==> src/rtl/spm_pkg.sv <==
// Shared types and helpers for the signed serial-parallel multiplier datapath.
package spm_pkg;

   typedef enum logic [1:0] {
      IDLE   = 2'd0,
      SHIFT  = 2'd1,
      EXTEND = 2'd2
   } spm_sreg_state_t;

   // Bits needed to count 0..l inclusive.
   function automatic int spm_cnt_w(input int l);
      return $clog2(l + 1);
   endfunction

endpackage

==> src/rtl/spm_bit_counter.sv <==
// Saturating up-counter with synchronous clear, enable and a terminal-count flag.
// Also reused by the SPM product-collect stage.
module spm_bit_counter #(
   parameter int MAX = 16,
   parameter int W   = 5
) (
   input  logic         clk,
   input  logic         rst_n,
   input  logic         clr,
   input  logic         en,
   output logic [W-1:0] count,
   output logic         tc
);

   localparam logic [W-1:0] LAST = W'(MAX - 1);

   logic [W-1:0] count_reg;

   // Holds at MAX-1 instead of wrapping, so tc stays asserted until cleared.
   always_ff @(posedge clk or negedge rst_n) begin
      if (!rst_n) begin
         count_reg <= '0;
      end else if (clr) begin
         count_reg <= '0;
      end else if (en && (count_reg != LAST)) begin
         count_reg <= count_reg + 1'b1;
      end
   end

   assign count = count_reg;
   assign tc    = (count_reg == LAST);

endmodule

==> src/rtl/spm_shift_register.sv <==
// Serial-out operand register: emits a WIDTH-bit operand LSB-first, then EXT_CYCLES sign bits.
// Optional stall port is enabled by defining SPM_SREG_STALL_EN.
module spm_shift_register
   import spm_pkg::*;
#(
   parameter int WIDTH      = 32,
   parameter int EXT_CYCLES = 32
) (
   input  logic             clk,
   input  logic             rst_n,
   input  logic             load_valid,
   input  logic [WIDTH-1:0] load_data,
   output logic             load_ready,
   output logic             sout,
   output logic             sout_valid,
   output logic             sout_last,
   output logic             busy
`ifdef SPM_SREG_STALL_EN
   ,
   input  logic             stall
`endif
);

   localparam int L  = WIDTH + EXT_CYCLES;
   localparam int CW = spm_cnt_w(L);
   localparam logic [CW-1:0] DATA_LAST = CW'(WIDTH - 1);

   spm_sreg_state_t  state_reg, state_next;
   logic [WIDTH-1:0] shift_reg, shift_next;
   logic             sign_reg, sign_next;
   logic             sout_reg, sout_next;
   logic [CW-1:0]    count;
   logic             tc;
   logic             stall_eff;
   logic             accept;
   logic             advance;

`ifdef SPM_SREG_STALL_EN
   assign stall_eff = stall;
`else
   assign stall_eff = 1'b0;
`endif

   // count is cleared on every accept, so tc while busy marks beat L-1.
   assign busy       = (state_reg != IDLE);
   assign sout_valid = busy && !stall_eff;
   assign sout_last  = busy && tc;
   assign load_ready = !busy || (sout_last && !stall_eff);
   assign accept     = load_valid && load_ready;
   assign advance    = busy && !stall_eff;
   assign sout       = sout_reg;

   spm_bit_counter #(
      .MAX (L),
      .W   (CW)
   ) u_cnt (
      .clk   (clk),
      .rst_n (rst_n),
      .clr   (accept),
      .en    (advance),
      .count (count),
      .tc    (tc)
   );

   always_comb begin
      state_next = state_reg;
      shift_next = shift_reg;
      sign_next  = sign_reg;
      sout_next  = sout_reg;
      if (accept) begin
         // Bit 0 goes straight to the output register; the rest waits in shift_reg.
         state_next = SHIFT;
         shift_next = {1'b0, load_data[WIDTH-1:1]};
         sout_next  = load_data[0];
         sign_next  = load_data[WIDTH-1];
      end else if (advance) begin
         if (tc) begin
            state_next = IDLE;
            sout_next  = 1'b0;
         end else if (count < DATA_LAST) begin
            sout_next  = shift_reg[0];
            shift_next = {1'b0, shift_reg[WIDTH-1:1]};
         end else begin
            state_next = EXTEND;
            sout_next  = sign_reg;
         end
      end
   end

   always_ff @(posedge clk or negedge rst_n) begin
      if (!rst_n) begin
         state_reg <= IDLE;
         shift_reg <= '0;
         sign_reg  <= 1'b0;
         sout_reg  <= 1'b0;
      end else begin
         state_reg <= state_next;
         shift_reg <= shift_next;
         sign_reg  <= sign_next;
         sout_reg  <= sout_next;
      end
   end

endmodule
==> config.mk <==
export PLATFORM = sky130hd
export DESIGN_NAME = spm_shift_register
export DESIGN_NICKNAME = d
export VERILOG_FILES = /design/src/rtl/spm_pkg.sv /design/src/rtl/spm_bit_counter.sv /design/src/rtl/spm_shift_register.sv
export SDC_FILE = /design/constraint.sdc
export NUM_CORES = 1
export LEC_CHECK = 0
export CAP_MARGIN = 10
export CORE_MARGIN = 8
export CORE_UTILIZATION = 40
export CTS_CLUSTER_DIAMETER = 120
export DETAILED_ROUTE_END_ITERATION = 7
export SYNTH_ARGS = -nofsm -noshare
export SYNTH_HDL_FRONTEND = slang
export SYNTH_SLANG_ARGS = --single-unit
==> constraint.sdc <==
create_clock -name clk -period 2.9 [get_ports clk]
set_input_delay 0.29 -clock clk [delete_from_list [all_inputs] [get_ports clk]]
set_output_delay 0.29 -clock clk [all_outputs]
set_load 0.005 [all_outputs]
==> results of run 1 <==
-- layout by cell type, fill, tap and decap left out, types with 2 or more instances in the layout --
cell,instances
sky130_fd_sc_hd__a21o_1,3
sky130_fd_sc_hd__a22o_1,2
sky130_fd_sc_hd__clkbuf_8,5
sky130_fd_sc_hd__nor2_1,2
sky130_fd_sc_hd__nand3_1,23
sky130_fd_sc_hd__and3_1,11
sky130_fd_sc_hd__buf_4,8
sky130_fd_sc_hd__and2_1,2
sky130_fd_sc_hd__clkdlybuf4s50_1,38
sky130_fd_sc_hd__nand3b_1,2
sky130_fd_sc_hd__o21ai_0,4
sky130_fd_sc_hd__a221o_1,9
sky130_fd_sc_hd__nand2_1,3
sky130_fd_sc_hd__mux2i_1,23
sky130_fd_sc_hd__dfrtp_1,42
sky130_fd_sc_hd__a21oi_1,3
sky130_fd_sc_hd__o21ai_1,20
sky130_fd_sc_hd__inv_1,7
-- through the flow --
step | std cells | setup slack [ns]
after global placement | 293 | 0.896
after detailed placement | 293 | 0.771
after global routing | 301 | 0.480
after floorplan | 191 | 1.11
final | 301 | 0.591
after CTS | 301 | 0.598
-- per-layer routing --
metal | track usage | vias up | wire (um) | part of all wire
met5 | 0 | - | 0 | 0
met4 | 0.0430 | 0 | 31 | 0.0062
met3 | 0.0464 | 4 | 288 | 0.057
met2 | 0.211 | 34 | 2390 | 0.48
met1 | 0.169 | 805 | 2320 | 0.46
li1 | - | 784 | - | -
-- cell usage after synthesis, types with 4 or more instances --
master / number / share of area
sky130_fd_sc_hd__clkbuf_1: 4 / 0.0072
sky130_fd_sc_hd__mux2i_1: 23 / 0.11
sky130_fd_sc_hd__buf_2: 5 / 0.012
sky130_fd_sc_hd__dfrtp_1: 42 / 0.50
sky130_fd_sc_hd__and3_1: 11 / 0.033
sky130_fd_sc_hd__o21ai_0: 4 / 0.0096
sky130_fd_sc_hd__o21ai_1: 20 / 0.048
sky130_fd_sc_hd__inv_1: 7 / 0.013
sky130_fd_sc_hd__a221o_1: 9 / 0.043
sky130_fd_sc_hd__nand3_1: 23 / 0.055
-- where the power goes --
part / total, uW / switching [uW] / internal (uW)
Clock: 458 / 201 / 257
Sequential: 1000 / 162 / 839
Combinational: 963 / 493 / 470
Total: 2420 / 857 / 1570
-- logic make-up after synthesis --
logic type	count (synthesis)	share of synthesized area
and+or+nand+nor	51	0.138
buffers and inverters	22	0.0587
muxes	25	0.121
adders and majority gates	1	0.00599
DFF	42	0.504
AOI/OAI and AO/OA	50	0.173
-- path summary, 6_finish.rpt --
check,end,slack [ns]
setup / recovery,load_ready,0.59
hold / removal,state_reg[1],0.14
setup reg to reg,shift_reg[15],0.74
hold reg to reg,state_reg[0],0.51
max in group asynchronous,shift_reg[30],2.18
min in group clk,state_reg[0],0.51
-- final cells by class --
| class | instances | share of cell area |
|---|---|---|
| multi-input cells | 127 | 0.347 |
| flip-flops and latches | 42 | 0.399 |
| inverters | 7 | 0.00998 |
| repair buffers | 47 | 0.169 |
| clock buffers | 6 | 0.0276 |
| well taps | 70 | 0.0333 |
| clock inverters | 2 | 0.0143 |
-- worst reg2reg max path, stage by stage (launching register included) --
cell and delay [ns]:
sky130_fd_sc_hd__dfrtp_1 0.39, sky130_fd_sc_hd__nor2_1 0.40, sky130_fd_sc_hd__inv_1 0.24, sky130_fd_sc_hd__o21ai_2 0.14, sky130_fd_sc_hd__buf_4 0.32, sky130_fd_sc_hd__a21oi_2 0.22
sky130_fd_sc_hd__a221o_1 0.34
==> reports/results.txt, run 1 <==
outcome = complete, no violations
Syn-to-layout area delta = 26.2%
areal power density over the cells = 920 nW/um^2
data required time at the worst endpoint = 2.61 ns
count of port buffers added during placement = 39
leak pwr = 0.00117 uW
crit path kind = flip-flop to primary output
Setup-failing EPs final = 0
critical path startpoint category = flip-flop
EDFF count, synth = 0
Critical Path Slowest Stage Cell = sky130_fd_sc_hd__clkdlybuf4s50_1
via total after detailed routing = 1,627
# hold bufs at CTS = 0
count of filler cells inserted in the layout = 465
Hold WS = 0.139 ns
Power, Total = 2420 uW
clock root cell = sky130_fd_sc_hd__clkbuf_8
transition time of the tightest slew-check pin = 0.943 ns
top cell family by delay on the critical path = buffers and inverters
gp weighted congestion = 0.803
share of the yosys chip area belonging to registers = 0.504
first-pass GRT wire length = 8.18 mm
cell area after placement = 2520 sq um
Max-Slew Margin vs Limit = 0.371
residual DRC count = 0
classification of the worst-slack hold path = input port to asynchronous set/reset pin
Hold Vio Cnt, Final = 0
number of max-cap violations = 0
remaining global-route overflow = 0
Die H = 88.2 um
sequence of cells on the critical path = nor2_1 -> inv_1 -> o21ai_2 -> clkdlybuf4s50_1
Overall Global Routing Usage = 0.134
Storage cell area = 1050 sq um
routed length per placed instance = 16.7 um
via count of the first global-routing pass = 1,720
aggregate routed wire length = 5.02 mm
synthesized flop and latch total = 42
start point of the critical path = state_reg[1]
number of levels in the clock H-tree = 2
number of gates on the worst path with buffers counted = 4
post-DP HPWL = 3.44 mm
antenna violations before repair = 0
per-instance average area after synthesis = 10.9 sq um
gate count after technology mapping = 191
starting density of the core = 0.411
most frequently used flop master after synthesis = sky130_fd_sc_hd__dfrtp_1
net count reported at finish = 266
Final Core Density = 0.519
CTS tree = yes
type of destination of the critical path = primary output
time the worst path needs with I/O delays and setup = 2.31 ns
largest fanout on the critical path = 7
floorplan core area = 5070 sq um
number of library cell types mapped by synthesis = 39
Final Instance Area = 2630 sq um
Max Buffers Root-to-Sink = 2
Peak VDD IR = 0.000463 V
ANT nets after route = 0
maximum number of pins on one net before global-route repair = 43
Data arrival, critical path = 2.02 ns
iteration-0 DRC count of the detailed router = 104
number of flip-flops under the largest register name = 31
horizontal die dimension = 88.2 um
number of cells on the worst reg-to-reg path = 6
share of final-layout standard cells stronger than drive strength 1 = 0.0952
period utilization = 0.796
clock tree skew after final layout = 0.00719 ns
share of synthesized flip-flops with an asynchronous set or reset = 1.00
net count after synthesis = 227
clock slew at the register clock pins of the worst setup and hold paths = 0.07 ns
number of primary I/O pins = 40
CTS buffer count = 5
setup repair after global routing missed its margin = false
TritonRoute pass-1 iters = 4
Fin Setup TNS = 0 ns
clock sinks = 42
number of cells upsized or downsized after cts = 0
site row count = 26
Clk Latency, worst-skew pair = 0.30 ns
multi-input gate area in the final layout = 913 sq um
FMAX = 0.433 GHz
diodes inserted = 0
Final Max Slew Viols = 0
total setup buffers inserted after CTS = 0
crit path buf inv count = 2
launching point of the worst reg2reg path = state_reg[1]
area of the die = 7780 sq um
ratio of routed vias to standard cells = 5.41
biggest cell delay along the critical path = 0.56 ns
synth warn = 0
Synth Cell Area = 2090 sq um
Power figures use the tool's default switching activity.
==> run 2, diff against run 1 <==
PLACE_DENSITY = 0.67   (was default)
clock period = 2 ns   (was 2.9 ns; I/O delays follow)
==> run 2 against run 1 <==
Non-clock buffer count rose by 11. Sequential power grew 43%. Combinational power increased by 54%. Clock skew fell by 0.0043 ns. Sequential share of layout area fell by 1.4 points. Setup slack worse by 0.53 ns. Register-to-register slack lost 0.68 ns. Global-route usage shrank 0.54 points. Sequential cell count stayed put. Hold slack better by 0.27 ns. Critical endpoint is now shift_reg[16]. Largest power group is now combinational cells.
==> reports/results.txt, run 2 (synthesis gave the netlist of run 1 again) <==
antenna violations before repair = 0
critical path startpoint category = flip-flop
Worst R2R Setup Slack = 0.06 ns
Critical Path Slowest Stage Cell = sky130_fd_sc_hd__a2111oi_4
Syn-to-layout area delta = 30.8%
start point of the critical path = u_cnt.count[0]
maximum number of pins on one net before global-route repair = 25
FMAX = 0.516 GHz
ratio of routed vias to standard cells = 5.26
Clk Latency, worst-skew pair = 0.29 ns
first-pass GRT wire length = 7.98 mm
gp weighted congestion = 0.785
sequence of cells on the critical path = buf_4 -> and4_4 -> a2111oi_4 -> buf_4 -> mux2i_1 -> o21ai_1
time the worst path needs with I/O delays and setup = 1.94 ns
post-DP HPWL = 3.45 mm
via total after detailed routing = 1,642
crit path kind = flip-flop to flip-flop
Power, Total = 3470 uW
CTS buffer count = 5
areal power density over the cells = 1270 nW/um^2
starting density of the core = 0.411
classification of the worst-slack hold path = input port to asynchronous set/reset pin
transition time of the tightest slew-check pin = 0.529 ns
number of max-cap violations = 0
launching point of the worst reg2reg path = u_cnt.count[0]
type of destination of the critical path = flip-flop
site row count = 26
Overall Global Routing Usage = 0.129
number of flip-flops under the largest register name = 31
horizontal die dimension = 88.2 um
largest fanout on the critical path = 18
remaining global-route overflow = 0
via count of the first global-routing pass = 1,666
leak pwr = 0.00123 uW
Setup-failing EPs final = 0
Critical Path Most Common Cell = sky130_fd_sc_hd__buf_4
floorplan core area = 5070 sq um
Final Max Slew Viols = 0
biggest cell delay along the critical path = 0.44 ns
outcome = complete, no violations
count of port buffers added during placement = 39
total placed cells including tap cells = 299
Hold Vio Cnt, Final = 0
Max Buffers Root-to-Sink = 2
Die H = 88.2 um
residual DRC count = 0
CTS tree = yes
net count reported at finish = 277
iteration-0 DRC count of the detailed router = 108
clock root cell = sky130_fd_sc_hd__clkbuf_8
number of primary I/O pins = 40
Peak VDD IR = 0.000865 V
data required time at the worst endpoint = 2.18 ns
Final Worst Setup Slack = 0.0623 ns
Final Instance Count excl. Fillers = 312
diodes inserted = 0
period utilization = 0.969
ANT nets after route = 0
clock slew at the register clock pins of the worst setup and hold paths = 0.08 ns
leading cell types in the layout, fill and taps excluded = 42 x sky130_fd_sc_hd__dfrtp_1, 36 x sky130_fd_sc_hd__clkdlybuf4s50_1, 23 x sky130_fd_sc_hd__mux2i_1, 23 x sky130_fd_sc_hd__nand3_1, 20 x sky130_fd_sc_hd__o21ai_1
area of the die = 7780 sq um
Max-Slew Margin vs Limit = 0.647
most common cell after layout, fill and taps aside = sky130_fd_sc_hd__dfrtp_1
number of levels in the clock H-tree = 2
setup repair after global routing missed its margin = true
routed length per placed instance = 15.3 um
aggregate routed wire length = 4.77 mm
clock sinks = 42
dpl ws = 0.0927 ns
share of final-layout standard cells stronger than drive strength 1 = 0.145
TritonRoute pass-1 iters = 4
clock tree skew after final layout = 0.00291 ns
Data arrival, critical path = 2.12 ns
run 2: final cells by class:
| cell class | count | area [sq um] |
|---|---|---|
| fill | 475 | 2350 |
| sequential | 42 | 1050 |
| multi-input combinational | 127 | 928 |
| timing repair buffer | 58 | 541 |
| tap | 70 | 87.6 |
| clock buffer | 6 | 82.6 |
| inverter | 7 | 26.3 |
| clock inverter | 2 | 12.5 |
run 2: timing repair:
| item | 4_1_cts | 5_1_grt |
|---|---|---|
| hold buffers | 1 | 0 |
| endpoints found under the setup margin | 2 | 9 |
| endpoints found under the hold margin | 21 | 0 |
| pin swaps | 3 | 0 |
| resized for setup | 4 | 0 |
| buffers inserted | 4 | 0 |
run 2: final timing paths:
kind                       cells after the start       endpoint
max                                            6  shift_reg[16]
min                                            2  shift_reg[25]
max reg2reg                                    6  shift_reg[16]
min reg2reg                                    1   state_reg[0]
max in group asynchronous                      3   state_reg[0]
min in group clk                               3   shift_reg[9]
run 2: critical path, delay by kind of cell, from the launching register on:
| kind | cells | cell delay, ns |
|---|---|---|
| DFF | 1 | 0.39 |
| AOI/OAI and AO/OA | 2 | 0.51 |
| and+or+nand+nor | 1 | 0.21 |
| buffers and inverters | 2 | 0.49 |
| muxes | 1 | 0.22 |
run 2: where the power goes:
part	leakage, uW	switching [uW]	internal [uW]
clock network	0.0000472	288	277
logic	0.000652	728	748
registers	0.000526	216	1220
run 2: routing by layer:
| metal | track usage | up-vias | wire length, um |
|---|---|---|---|
| met3 | 0.0362 | 6 | 258 |
| met4 | 0.0415 | 0 | 61 |
| met2 | 0.191 | 40 | 2130 |
| met1 | 0.176 | 789 | 2320 |
| li1 | - | 807 | - |
| met5 | 0 | - | 0 |
run 2: through the flow:
step	utilization	hold slack [ns]	area [sq um]	setup TNS (ns)
6_report	0.538	0.407	2730	0
5_1_grt	0.538	0.458	2730	-0.136
4_1_cts	0.538	0.415	2730	0
3_5_place_dp	0.510	0.199	2590	0
3_3_place_gp	0.510	0.207	2590	0
2_1_floorplan	-	-0.0956	2090	0
==> run 3, diff against run 2 <==
SLEW_MARGIN = 0   (was default)
==> results of run 3 <==
Final layout, timing and power as in run 2 (identical DEF).
